File: config.mk
export PLATFORM = sky130hd
export DESIGN_NAME = counter_driver
export DESIGN_NICKNAME = d
export VERILOG_FILES = /design/src/rtl/counter_driver_pkg.sv /design/src/rtl/counter_driver.sv
export SDC_FILE = /design/constraint.sdc
export NUM_CORES = 1
export LEC_CHECK = 0
export BUFFER_PORTS_ARGS = -buffer_cell sky130_fd_sc_hd__buf_2
export CAP_MARGIN = 30
export CORE_UTILIZATION = 30
export CTS_CLUSTER_DIAMETER = 120
export DETAILED_ROUTE_END_ITERATION = 8
export PLACE_DENSITY = 0.47
export SYNTH_ARGS = -nofsm -noshare
export SYNTH_HDL_FRONTEND = slang
export SYNTH_SLANG_ARGS = --single-unit
File: constraint.sdc
create_clock -name clock -period 2 [get_ports clock]
set_input_delay 0 -clock clock [delete_from_list [all_inputs] [get_ports clock]]
set_output_delay 0 -clock clock [all_outputs]
set_load 0.01 [all_outputs]
File: src/rtl/counter_driver_pkg.sv
`default_nettype none
// ============================================================================
// Module      : counter_driver_pkg
// Description : Shared types and constants for the countdown sequencing driver.
// Revision    : 1.0 - initial release
// ============================================================================
package counter_driver_pkg;

    localparam int DEFAULT_WIDTH   = 8;
    localparam int DEFAULT_TIMEOUT = 260;

    typedef enum logic [1:0] {
        ST_IDLE = 2'd0,
        ST_LOAD = 2'd1,
        ST_RUN  = 2'd2,
        ST_DONE = 2'd3
    } state_t;

    localparam logic [1:0] STATUS_OK      = 2'd0;
    localparam logic [1:0] STATUS_ABORTED = 2'd1;
    localparam logic [1:0] STATUS_TIMEOUT = 2'd2;

endpackage
`default_nettype wire

File: src/rtl/counter_driver.sv
`default_nettype none
// ============================================================================
// Module      : counter_driver
// Description : Loads a down-counter, issues dec/halve commands until it reads
//               zero, then reports the command count and completion status.
// Revision    : 1.0 - initial release
// ============================================================================
module counter_driver
    import counter_driver_pkg::*;
#(
    parameter int WIDTH   = DEFAULT_WIDTH,
    parameter int TIMEOUT = DEFAULT_TIMEOUT
) (
    input  logic             clock,
    input  logic             reset,
    input  logic             start_valid,
    output logic             start_ready,
    input  logic [WIDTH-1:0] start_value,
    input  logic             start_halve,
    input  logic             abort,
    output logic             done_valid,
    input  logic             done_ready,
    output logic [WIDTH-1:0] done_steps,
    output logic [1:0]       done_status,
    output logic             cnt_latch,
    output logic [WIDTH-1:0] cnt_in,
    output logic             cnt_dec,
    output logic             cnt_divide_by_two,
    input  logic             cnt_zero
);

    localparam int                  c_timer_w    = $clog2(TIMEOUT + 1);
    localparam logic [c_timer_w-1:0] c_timer_last = c_timer_w'(TIMEOUT - 1);

    state_t                 r_state;
    state_t                 w_next_state;
    logic [WIDTH-1:0]       r_value;
    logic                   r_halve;
    logic [WIDTH-1:0]       r_steps;
    logic [c_timer_w-1:0]   r_timer;
    logic [1:0]             r_status;
    logic                   w_timeout;
    logic                   w_issue;

    // RUN priority: abort, then zero, then timeout; only otherwise is a command issued.
    assign w_timeout = (r_timer == c_timer_last);
    assign w_issue   = (r_state == ST_RUN) && !abort && !cnt_zero && !w_timeout;

    always_ff @(posedge clock or posedge reset) begin
        if (reset) begin
            r_state  <= ST_IDLE;
            r_value  <= '0;
            r_halve  <= 1'b0;
            r_steps  <= '0;
            r_timer  <= '0;
            r_status <= STATUS_OK;
        end else begin
            r_state <= w_next_state;
            case (r_state)
                ST_IDLE: begin
                    if (start_valid) begin
                        r_value  <= start_value;
                        r_halve  <= start_halve;
                        r_steps  <= '0;
                        r_timer  <= '0;
                        r_status <= STATUS_OK;
                    end
                end
                ST_LOAD: begin
                    if (abort) begin
                        r_status <= STATUS_ABORTED;
                    end
                end
                ST_RUN: begin
                    if (abort) begin
                        r_status <= STATUS_ABORTED;
                    end else if (cnt_zero) begin
                        r_status <= STATUS_OK;
                    end else if (w_timeout) begin
                        r_status <= STATUS_TIMEOUT;
                    end else begin
                        if (r_steps != '1) begin
                            r_steps <= r_steps + WIDTH'(1);
                        end
                        r_timer <= r_timer + c_timer_w'(1);
                    end
                end
                default: begin
                end
            endcase
        end
    end

    always_comb begin
        w_next_state = r_state;
        case (r_state)
            ST_IDLE: if (start_valid) w_next_state = ST_LOAD;
            ST_LOAD: w_next_state = abort ? ST_DONE : ST_RUN;
            ST_RUN:  if (abort || cnt_zero || w_timeout) w_next_state = ST_DONE;
            ST_DONE: if (done_ready) w_next_state = ST_IDLE;
            default: w_next_state = ST_IDLE;
        endcase
    end

    always_comb begin
        start_ready       = (r_state == ST_IDLE);
        done_valid        = (r_state == ST_DONE);
        done_steps        = (r_state == ST_DONE) ? r_steps : '0;
        done_status       = (r_state == ST_DONE) ? r_status : STATUS_OK;
        cnt_latch         = (r_state == ST_LOAD) && !abort;
        cnt_in            = (r_state == ST_LOAD) ? r_value : '0;
        cnt_dec           = w_issue && !r_halve;
        cnt_divide_by_two = w_issue && r_halve;
    end

endmodule
`default_nettype wire

==> summary.md, run 1 <==
| Metric | Value |
|---|---|
| Final worst setup slack | 0.0593 ns |
| GR Util All Layers | 14.5% |
| Diodes inserted | 0 |
| Mapped Nets | 191 |
| Measured slew at the worst slew-check pin | 0.425 ns |
| Power Density | 1100 mW/mm^2 |
| DRC | 0 |
| Drt via density | 4.88 |
| TritonCTS buffer count | 5 |
| FFs w/ async S/R, synth | 100% |
| Worst vdd ir | 0.495 mV |
| Endpoints failing hold | 0 |
| DIE HEIGHT | 78.5 um |
| Largest net degree at the start of global routing | 31 |
| Required time of the critical path | 2.17 ns |
| Status | finished clean |
| RSZ-0062 raised after global routing | yes |
| Average size of a mapped cell | 10.4 um^2 |
| Total number of vias | 1488 |
| Post-place setup slack | 0.0179 ns |
| Synth warnings | 0 |
| Crit end category | register |
| Post-DP HPWL | 2.78 mm |
| Port bufs | 37 |
| Min Tclk post-route | 1.94 ns |
| Clock slew seen by the registers of the worst setup and hold paths | 0.07 ns |
| Root Buffer | clkbuf_8 |
| First-pass DRT Iterations | 4 |
| Die area | 0.00616 mm^2 |
| First-pass GRT wire length | 6.90 mm |
| IO Pins | 38 |
| Seq cells post-synth | 30 |
| Nets@finish | 255 |
| Crit Path Class | reg -> reg |
| Detail Route Antenna Nets | 0 |
| FP Rows | 27 |
| Arr. time, crit path | 2.11 ns |
| Die X | 78.5 um |
| Initial DRC Count | 54 |
| Startpoint Class | register |
| Period utilization | 97.0% |
| Number of synthesized flops with an enable pin | 0 |
| Most used flip-flop cell after synthesis | dfrtp_1 |
| Power consumption | 2.58 mW |
| DR WL/cell | 13.5 um |
| CTS tree | built |
| Worst min-delay path class | in -> reg |
| GPL Wtd Cong | 0.833 |
| Worst Reg2Reg Path Length in Cells | 5 |
| Crit path max fanout | 6 |
| Worst hold stages | 3 |
| Initial antenna violation count | 0 |
| Fmax | 0.515 GHz |
| Vias in the first global route | 1499 |
| P_leak | 1.18 nW |
| Pins Over Slew Limit | 0 |
| Finish-stage setup viols | 0 |
| Area of the mapped netlist | 0.00175 mm^2 |
| Skew final | 0.00707 ns |
| Synth cell types | 45 |
| Max Cap Viol | 0 |
| Register area share after synthesis | 42.8% |
| Slew HR | 71.6% |
| Share of post-route cells with drive strength above 1 | 36.5% |
| Clock Tree Buf Depth | 2 |
| Initial Utilization | 31.5% |
| Core area | 0.00557 mm^2 |
| H-tree depth | 2 |
| Clk Latency, worst-skew pair | 0.28 ns |
| Synth Instances | 168 |
| WL final | 4.12 mm |
| P&R area growth vs syn | 33.0% |
| GRT overflow | 0 |
| CTS Sinks | 30 |
==> sequential cells by signal, indices dropped and copies added, names as in the netlist <==
register,flops
r_halve,1
r_state,2
r_status,2
r_steps,8
r_timer,9
r_value,8
==> per-stage QoR <==
stage	cell area, um^2	instances	TNS, ns	hold WS, ns	utilization [%]
2_1_floorplan	1780	168	-0.00265	0.0531	-
3_3_place_gp	2110	284	0	0.101	37.8
3_5_place_dp	2110	284	0	0.110	37.8
4_1_cts	2300	302	0	0.0334	41.3
5_1_grt	2330	305	-0.117	0.0424	41.9
6_report	2330	305	0	0.0517	41.9
==> power by group <==
part	total [mW]	switching, mW	internal, mW
combinational	1.18	0.567	0.609
clock	0.506	0.229	0.277
sequential	0.894	0.115	0.779
==> layout by cell type (no fill, tap or decap), types with 3 or more instances in the layout <==
cell type,count
a211o_1,3
a21oi_1,3
a221o_1,4
a22o_1,4
and2_1,20
and3_1,5
buf_2,38
buf_4,14
clkbuf_8,6
dfrtp_1,29
dlygate4sd3_1,10
ha_1,6
inv_1,6
mux2_2,11
nand2_1,10
nand3_1,6
nor2_1,7
nor2b_1,5
nor3_1,3
o21ai_0,3
==> repair_timing <==
item                                    4_1_cts  5_1_grt
pin swaps                                     0        0
gates resized for setup                       2        6
cloned                                        0        1
endpoints found under the setup margin        1       12
hold endpoints to repair                     39        0
setup buffers                                 0        2
hold buffers                                 10        0
==> synth_stat cells, types with 2 or more instances <==
| master | count | area, um^2 |
|---|---|---|
| inv_1 | 7 | 26.3 |
| xnor2_1 | 2 | 17.5 |
| o21ai_0 | 3 | 15.0 |
| a22o_1 | 4 | 35.0 |
| a21o_1 | 2 | 15.0 |
| a21boi_0 | 2 | 15.0 |
| a21oi_1 | 3 | 15.0 |
| mux2i_1 | 2 | 20.0 |
| nor3_1 | 3 | 15.0 |
| a211o_1 | 3 | 26.3 |
| or3_1 | 2 | 12.5 |
| a221o_1 | 4 | 40.0 |
| and2_1 | 20 | 125 |
| mux2_2 | 11 | 124 |
| clkbuf_1 | 2 | 7.51 |
| dfrtp_1 | 30 | 751 |
| nand2_1 | 10 | 37.5 |
| a211oi_1 | 3 | 22.5 |
| ha_1 | 8 | 100 |
| and3_1 | 5 | 31.3 |
| nor2b_1 | 6 | 37.5 |
| nor3b_1 | 2 | 15.0 |
| nor2_1 | 7 | 26.3 |
| nand3_1 | 6 | 30.0 |
==> routing by layer <==
metal  GRT usage (%)  vias up  part of all wire (%)
met2            25.7       35                    51
met3            3.95        7                   4.0
met5               0        -                     0
li1                -      730                     -
met4            5.00        0                   1.3
met1            16.6      716                    44
==> worst max-delay path: stages, from the launching register on <==
cell and delay (ns):
dfrtp_2 0.46, ha_4 0.20, or3b_4 0.26, a21oi_2 0.05, or4_4 0.56, mux2_4 0.31
==> logic make-up after synthesis <==
group | count (synthesis) | synth area share, %
simple gates | 72 | 25.0
compound gates | 29 | 12.8
buf+inv | 12 | 3.14
fa+ha+maj | 8 | 5.71
mux | 14 | 9.06
xor+xnor | 3 | 1.50
flops | 30 | 42.8
==> path summary, 6_finish.rpt <==
kind / startpoint / to / slack (ns)
worst min register to register: r_value[0] / r_value[0] / 0.50
worst max-delay path: r_state[1] / r_status[0] / 0.06
worst min-delay path: cnt_zero / r_status[1] / 0.05
max in group asynchronous: reset / r_state[1] / 1.34
min in group asynchronous: reset / r_value[7] / 0.36
worst max register to register: r_state[1] / r_status[0] / 0.06
==> cell type report <==
| type | instances | area (um^2) |
|---|---|---|
| tap | 72 | 90.1 |
| sequential | 30 | 752 |
| fill | 569 | 3240 |
| timing repair buffer | 62 | 395 |
| clock buffer | 7 | 86.3 |
| inverter | 7 | 26.3 |
| multi-input combinational | 126 | 978 |
| clock inverter | 1 | 5.00 |
(Power assumes the default switching activity.)
==> inputs of run 2 (changes only) <==
--- a/config.mk
+++ b/config.mk
@@ -10,7 +10,7 @@
 export CORE_UTILIZATION = 30
 export CTS_CLUSTER_DIAMETER = 120
 export DETAILED_ROUTE_END_ITERATION = 8
-export PLACE_DENSITY = 0.47
+export PLACE_DENSITY = 0.62
 export SYNTH_ARGS = -nofsm -noshare
 export SYNTH_HDL_FRONTEND = slang
 export SYNTH_SLANG_ARGS = --single-unit
==> run 2 against run 1 <==
Clock skew is essentially flat. Die area stayed put. Utilization increased by 0.090 points. Cell area rose by 0.21%. Global-route usage fell by 1.1 points. Largest power group unchanged. Final cell count decreased by 0.33%. Register-to-register slack hardly changed. Sequential power about the same. Critical path depth is the same. Power down 1.8%.
==> summary.md, run 2 (same netlist as run 1, synthesis figures left out) <==
| Metric | Value |
|---|---|
| Status | finished clean |
| GPL Wtd Cong | 0.802 (-3.7%) |
| GR Util All Layers | 13.4% (-1.1 points) |
| Max Cap Viol | 0 (unchanged) |
| DR WL/cell | 12.4 um (-8.1%) |
| Hold Crit Start | cnt_zero |
| Core area | 0.00557 mm^2 (unchanged) |
| Fmax | 0.519 GHz (+0.65%) |
| Die area | 0.00616 mm^2 (unchanged) |
| Skew final | 0.00720 ns (+0.000135 ns) |
| Hold slack | 0.0437 ns (-0.00803 ns) |
| First-pass DRT Iterations | 4 (unchanged) |
| P&R area growth vs syn | 33.3% |
| IO Pins | 38 (unchanged) |
| Final worst setup slack | 0.0718 ns (+0.0125 ns) |
| WL final | 3.77 mm (-8.4%) |
| Port bufs | 37 (unchanged) |
| Commonest non-fill, non-tap cell in the layout | buf_2 |
| Initial antenna violation count | 0 (unchanged) |
| Finish-stage setup viols | 0 (unchanged) |
| Most flop-heavy register | r_timer |
| Die X | 78.5 um (unchanged) |
| Worst hold stages | 3 (unchanged) |
| Min Tclk post-route | 1.93 ns (-0.0125 ns) |
| Crit end category | register |
| Worst min-delay path class | in -> reg |
| GRT overflow | 0 (unchanged) |
| Initial Utilization | 31.5% (unchanged) |
| Biggest registers after layout | r_timer: 9 flops, r_steps: 8 flops, r_value: 8 flops |
| Startpoint Class | register |
| Worst path slowest cell | or4_4 |
| Most frequent cells in the layout | buf_2, dfrtp_1, and2_1 |
| Slew HR | 73.1% (+1.5 points) |
| Crit path max fanout | 4 (-2) |
| Share of post-route cells with drive strength above 1 | 37.1% (+0.59 points) |
| Worst Reg2Reg Path Length in Cells | 5 (unchanged) |
| Crit path cell chain | ha_1 -> and4bb_2 -> a21oi_2 -> or4_4 -> mux2_4 |
| Clk Latency, worst-skew pair | 0.29 ns (about the same) |
| Fillers | 557 (-2.1%) |
| Largest net degree at the start of global routing | 31 (unchanged) |
| FP Rows | 27 (unchanged) |
| Top sig layer | met4 |
| DIE HEIGHT | 78.5 um (unchanged) |
| Vias in the first global route | 1485 (-0.93%) |
| CTS tree | built |
| DRC | 0 (unchanged) |
| First-pass GRT wire length | 6.61 mm (-4.2%) |
| Setup Fix Bufs, Post-CTS | 0 (unchanged) |
| Met2 wire len | 1.81 mm (-14%) |
| Worst vdd ir | 0.589 mV (+19%) |
| Largest stage delay, worst path | 0.56 ns (about the same) |
| Met3 WL post-DR | 117 um (-29%) |
| Root Buffer | clkbuf_8 |
| Period utilization | 96.4% (-0.62 points) |
| Initial DRC Count | 66 (+22%) |
| Detail Route Antenna Nets | 0 (unchanged) |
| Drt via density | 4.81 (-1.4%) |
| Clock slew seen by the registers of the worst setup and hold paths | 0.07 ns (about the same) |
| Diodes inserted | 0 (unchanged) |
| Number of flip-flops in the largest register | 9 (unchanged) |
| Nets@finish | 254 (-0.39%) |
| WL met1 | 1.81 mm (+0.22%) |
| H-tree depth | 2 (unchanged) |
| Reg2reg setup slack | 0.07 ns (about the same) |
| Required time of the critical path | 2.17 ns (about the same) |
| RSZ-0062 raised after global routing | yes |
| Power Density | 1080 mW/mm^2 (-2.0%) |
| TritonCTS buffer count | 5 (unchanged) |
| FF-to-FF End | r_status[0] |
| Endpoints failing hold | 0 (unchanged) |
| Crit Path Class | reg -> reg |
| Post-DP HPWL | 2.65 mm (-4.5%) |
| Arr. time, crit path | 2.10 ns (about the same) |
| Total number of vias | 1463 (-1.7%) |
| Pins Over Slew Limit | 0 (unchanged) |
| FF-to-FF Start | r_timer[0] |
| Clock Tree Buf Depth | 2 (unchanged) |
| Post-route setup TNS | 0 ns (unchanged) |
| Measured slew at the worst slew-check pin | 0.403 ns (-0.0227 ns) |
| CTS Sinks | 30 (unchanged) |
| P_leak | 1.18 nW (+0.11%) |
| Post-place setup slack | 0.0376 ns (+0.0197 ns) |
| Hold endpoint | r_status[1] |
## run 2: power by group
part / switching, mW / internal, mW / total [mW]
registers: 0.115 / 0.779 / 0.894
clock network: 0.238 / 0.277 / 0.516
logic: 0.538 / 0.581 / 1.12
total: 0.892 / 1.64 / 2.53
## run 2: worst max path at each step
stage	cells after the start	endpoint	slack, ns	start
2_1_floorplan	7	r_status[0]	-0.003	r_state[0]
5_1_grt	7	r_timer[4]	-0.05	r_state[1]
4_1_cts	7	r_steps[0]	0.03	r_state[1]
6_report	5	r_status[0]	0.07	r_timer[0]
3_3_place_gp	5	r_status[0]	0.09	r_state[1]
3_5_place_dp	7	r_steps[0]	0.04	r_state[1]
## run 2: repair_timing
action / in CTS / in global routing
hold endpoints to repair: 39 / 0
gates resized for setup: 0 / 8
setup endpoints to repair: 0 / 11
hold buffers: 10 / 0
## run 2: cell type report
type,count,area (um^2),area share [%]
multi-input cells,126,988,42.3
flip-flops and latches,30,752,32.2
repair buffers,61,390,16.7
well taps,72,90.1,3.85
clock buffers,7,86.3,3.69
inverters,7,26.3,1.12
clock inverters,1,5.00,0.214
## run 2: stage by stage
step | utilization, % | power [mW] | cell area, um^2 | std cells
after global routing | 42.0 | 2.72 | 2340 | 304
after global placement | 38.0 | 1.97 | 2120 | 286
after CTS | 41.5 | 2.54 | 2310 | 304
after detailed placement | 38.0 | 1.99 | 2120 | 286
after floorplan | - | 1.64 | 1780 | 168
final | 42.0 | 2.53 | 2340 | 304
## run 2: worst max-delay path, delay by kind of cell, from the launching register on
| kind | cells | cell delay (ns) |
|---|---|---|
| simple gates | 2 | 0.85 |
| compound gates | 1 | 0.08 |
| mux | 1 | 0.31 |
| fa+ha+maj | 1 | 0.18 |
| flops | 1 | 0.40 |
## run 2: layer usage
metal / global-route usage, % / vias up
li1: - / 730
met1: 16.8 / 702
met2: 22.8 / 26
met3: 2.79 / 5
met4: 4.44 / 0
met5: 0 / -
==> inputs of run 3 (changes only) <==
--- a/config.mk
+++ b/config.mk
@@ -10,7 +10,7 @@
 export CORE_UTILIZATION = 30
 export CTS_CLUSTER_DIAMETER = 120
 export DETAILED_ROUTE_END_ITERATION = 8
-export PLACE_DENSITY = 0.62
+export PLACE_DENSITY = 0.6
 export SYNTH_ARGS = -nofsm -noshare
 export SYNTH_HDL_FRONTEND = slang
 export SYNTH_SLANG_ARGS = --single-unit
==> constraint.sdc (replaced) <==
create_clock -name clock -period 2.15 [get_ports clock]
set_input_delay 0 -clock clock [delete_from_list [all_inputs] [get_ports clock]]
set_output_delay 0 -clock clock [all_outputs]
set_load 0.01 [all_outputs]
==> run 3 against run 2 <==
Critical path depth fell by 1. Final cell count fell by 1.6%. Maximum frequency fell by 6.1%. Cell area fell by 2.1%. Hold slack improved by 0.049 ns. Power fell by 4.5%. Critical path type unchanged. Largest power group unchanged. Highest routed layer unchanged.
==> summary.md, run 3 (same netlist as run 1, synthesis figures left out) <==
| Metric | Value |
|---|---|
| Status | finished clean |
| DRC | 0 (unchanged) |
| Initial antenna violation count | 0 (unchanged) |
| TritonCTS buffer count | 5 (unchanged) |
| Share of post-route cells with drive strength above 1 | 32.6% (-4.5 points) |
| Placed cell count | 281 (-1.7%) |
| Met3 WL post-DR | 130 um (+11%) |
| Drt via density | 5.02 (+4.3%) |
| P&R area growth vs syn | 30.5% |
| Biggest registers after layout | r_timer: 9 flops, r_steps: 8 flops, r_value: 8 flops |
| WL final | 3.87 mm (+2.7%) |
| Die area | 0.00616 mm^2 (unchanged) |
| Crit path cell chain | nor4_4 -> a21oi_2 -> or4_4 -> mux2_4 |
| Clk Latency, worst-skew pair | 0.29 ns (about the same) |
| Core area | 0.00557 mm^2 (unchanged) |
| Measured slew at the worst slew-check pin | 0.403 ns (+0.000462 ns) |
| Clock Tree Buf Depth | 2 (unchanged) |
| Final worst setup slack | 0.0961 ns (+0.0243 ns) |
| DIE HEIGHT | 78.5 um (unchanged) |
| P_leak | 1.15 nW (-2.4%) |
| IO Pins | 38 (unchanged) |
| First-pass GRT wire length | 6.58 mm (-0.42%) |
| Diodes inserted | 0 (unchanged) |
| FP Rows | 27 (unchanged) |
| Required time of the critical path | 2.33 ns (+0.16 ns) |
| H-tree depth | 2 (unchanged) |
| Finished Layout Cells | 299 (-1.6%) |
| Nets@finish | 249 (-2.0%) |
| Cell area after placement | 0.00207 mm^2 (-2.5%) |
| Vias in the first global route | 1436 (-3.3%) |
| Crit path max fanout | 6 (+2) |
| Startpoint Class | register |
| Largest net degree at the start of global routing | 31 (unchanged) |
| Max Cap Viol | 0 (unchanged) |
| Worst vdd ir | 0.516 mV (-12%) |
| Port bufs | 37 (unchanged) |
| Die X | 78.5 um (unchanged) |
| Largest stage delay, worst path | 0.56 ns (about the same) |
| Power Density | 1060 mW/mm^2 (-2.4%) |
| Post-place setup slack | 0.0855 ns (+0.0479 ns) |
| Arr. time, crit path | 2.24 ns (+0.14 ns) |
| Pins Over Slew Limit | 0 (unchanged) |
| Detail Route Antenna Nets | 0 (unchanged) |
| Most flop-heavy register | r_timer |
| Root Buffer | clkbuf_8 |
| Total number of vias | 1501 (+2.6%) |
| Period utilization | 95.5% (-0.88 points) |
| Worst path slowest cell | or4_4 |
| Finished Cell Area | 0.00229 mm^2 (-2.1%) |
| DR WL/cell | 12.9 um (+4.4%) |
| GPL Wtd Cong | 0.728 (-9.2%) |
| Top sig layer | met4 |
| Setup Fix Bufs, Post-CTS | 0 (unchanged) |
| Commonest non-fill, non-tap cell in the layout | buf_2 |
| Finish-stage setup viols | 0 (unchanged) |
| Worst min-delay path class | in -> reg |
| Fmax | 0.487 GHz (-6.1%) |
| Skew final | 0.00637 ns (-0.000832 ns) |
| RSZ-0062 raised after global routing | no |
| Post-route setup TNS | 0 ns (unchanged) |
| Most frequent cells in the layout | buf_2, dfrtp_1, and2_1 |
| CTS Sinks | 30 (unchanged) |
| Clock slew seen by the registers of the worst setup and hold paths | 0.07 ns (about the same) |
| Initial Utilization | 31.5% (unchanged) |
| Initial DRC Count | 67 (+1.5%) |
| Post-DP HPWL | 2.68 mm (+1.0%) |
| Endpoints failing hold | 0 (unchanged) |
| GRT overflow | 0 (unchanged) |
| Slew HR | 72.9% (-0.17 points) |
| CP bufs+invs | 0 (unchanged) |
| Top Family by Delay on Critical Path | simple AND/OR/NAND/NOR gates |
| Crit Path Class | reg -> reg |
| Number of flip-flops in the largest register | 9 (unchanged) |
| GR Util All Layers | 13.8% (+0.40 points) |
| Min Tclk post-route | 2.05 ns (+0.126 ns) |
| Crit end category | register |
| Fillers | 559 (+0.36%) |
| Hold slack | 0.0922 ns (+0.0485 ns) |
| CTS tree | built |
| WL met1 | 1.90 mm (+5.1%) |
| First-pass DRT Iterations | 4 (unchanged) |
| Met2 wire len | 1.77 mm (-2.0%) |
-- run 3: cell count changes in the layout (fill, tap and decap cells not counted), moves of 2 or more --
cell / change
buf_4: -5
nor3b_2: -2
clkinvlp_4: +2
nor3b_1: +2
-- run 3: tightest hold or removal path, delay by kind of cell --
| kind | cells | cell delay, ns |
|---|---|---|
| muxes | 1 | 0.09 |
| and+or+nand+nor | 1 | 0.16 |
| buffers and inverters | 1 | 0.09 |
-- run 3: metrics by stage --
step	utilization (%)	power, mW
after global routing	41.1	2.59
after global placement	37.1	1.82
after floorplan	-	1.49
after CTS	40.9	2.44
final	41.1	2.42
after detailed placement	37.1	1.83
-- run 3: final timing paths --
check                         endpoint  cells past startpoint  slack, ns        from
setup / recovery           r_status[0]                      4        0.1  r_timer[6]
hold / removal             r_status[1]                      3       0.09    cnt_zero
setup reg to reg           r_status[0]                      4        0.1  r_timer[6]
hold reg to reg             r_value[5]                      1       0.50  r_value[5]
max in group asynchronous   r_timer[7]                      4       1.55       reset
min in group asynchronous   r_value[7]                      4       0.32       reset
-- run 3: layout make-up --
type / instances / area, um^2 / share of cell area, %
sequential: 30 / 751 / 32.8
clock inverter: 3 / 45.0 / 1.97
timing repair buffer: 56 / 353 / 15.4
tap: 72 / 90.1 / 3.93
multi-input combinational: 126 / 956 / 41.7
inverter: 7 / 26.3 / 1.15
clock buffer: 5 / 68.8 / 3.01
-- run 3: repair_timing --
item	CTS	global route
endpoints found under the hold margin	39	0
hold buffers	10	0
setup endpoints to repair	0	7
resized for setup	0	2
-- run 3: metal layers --
layer,global-route usage (%),vias up
li1,-,717
met1,16.8,747
met2,22.9,29
met3,3.26,8
met4,6.67,0
met5,0,-
-- run 3: power by group --
| group | switching [mW] | internal (mW) |
|---|---|---|
| combinational | 0.491 | 0.516 |
| clock | 0.244 | 0.344 |
| sequential | 0.100 | 0.722 |
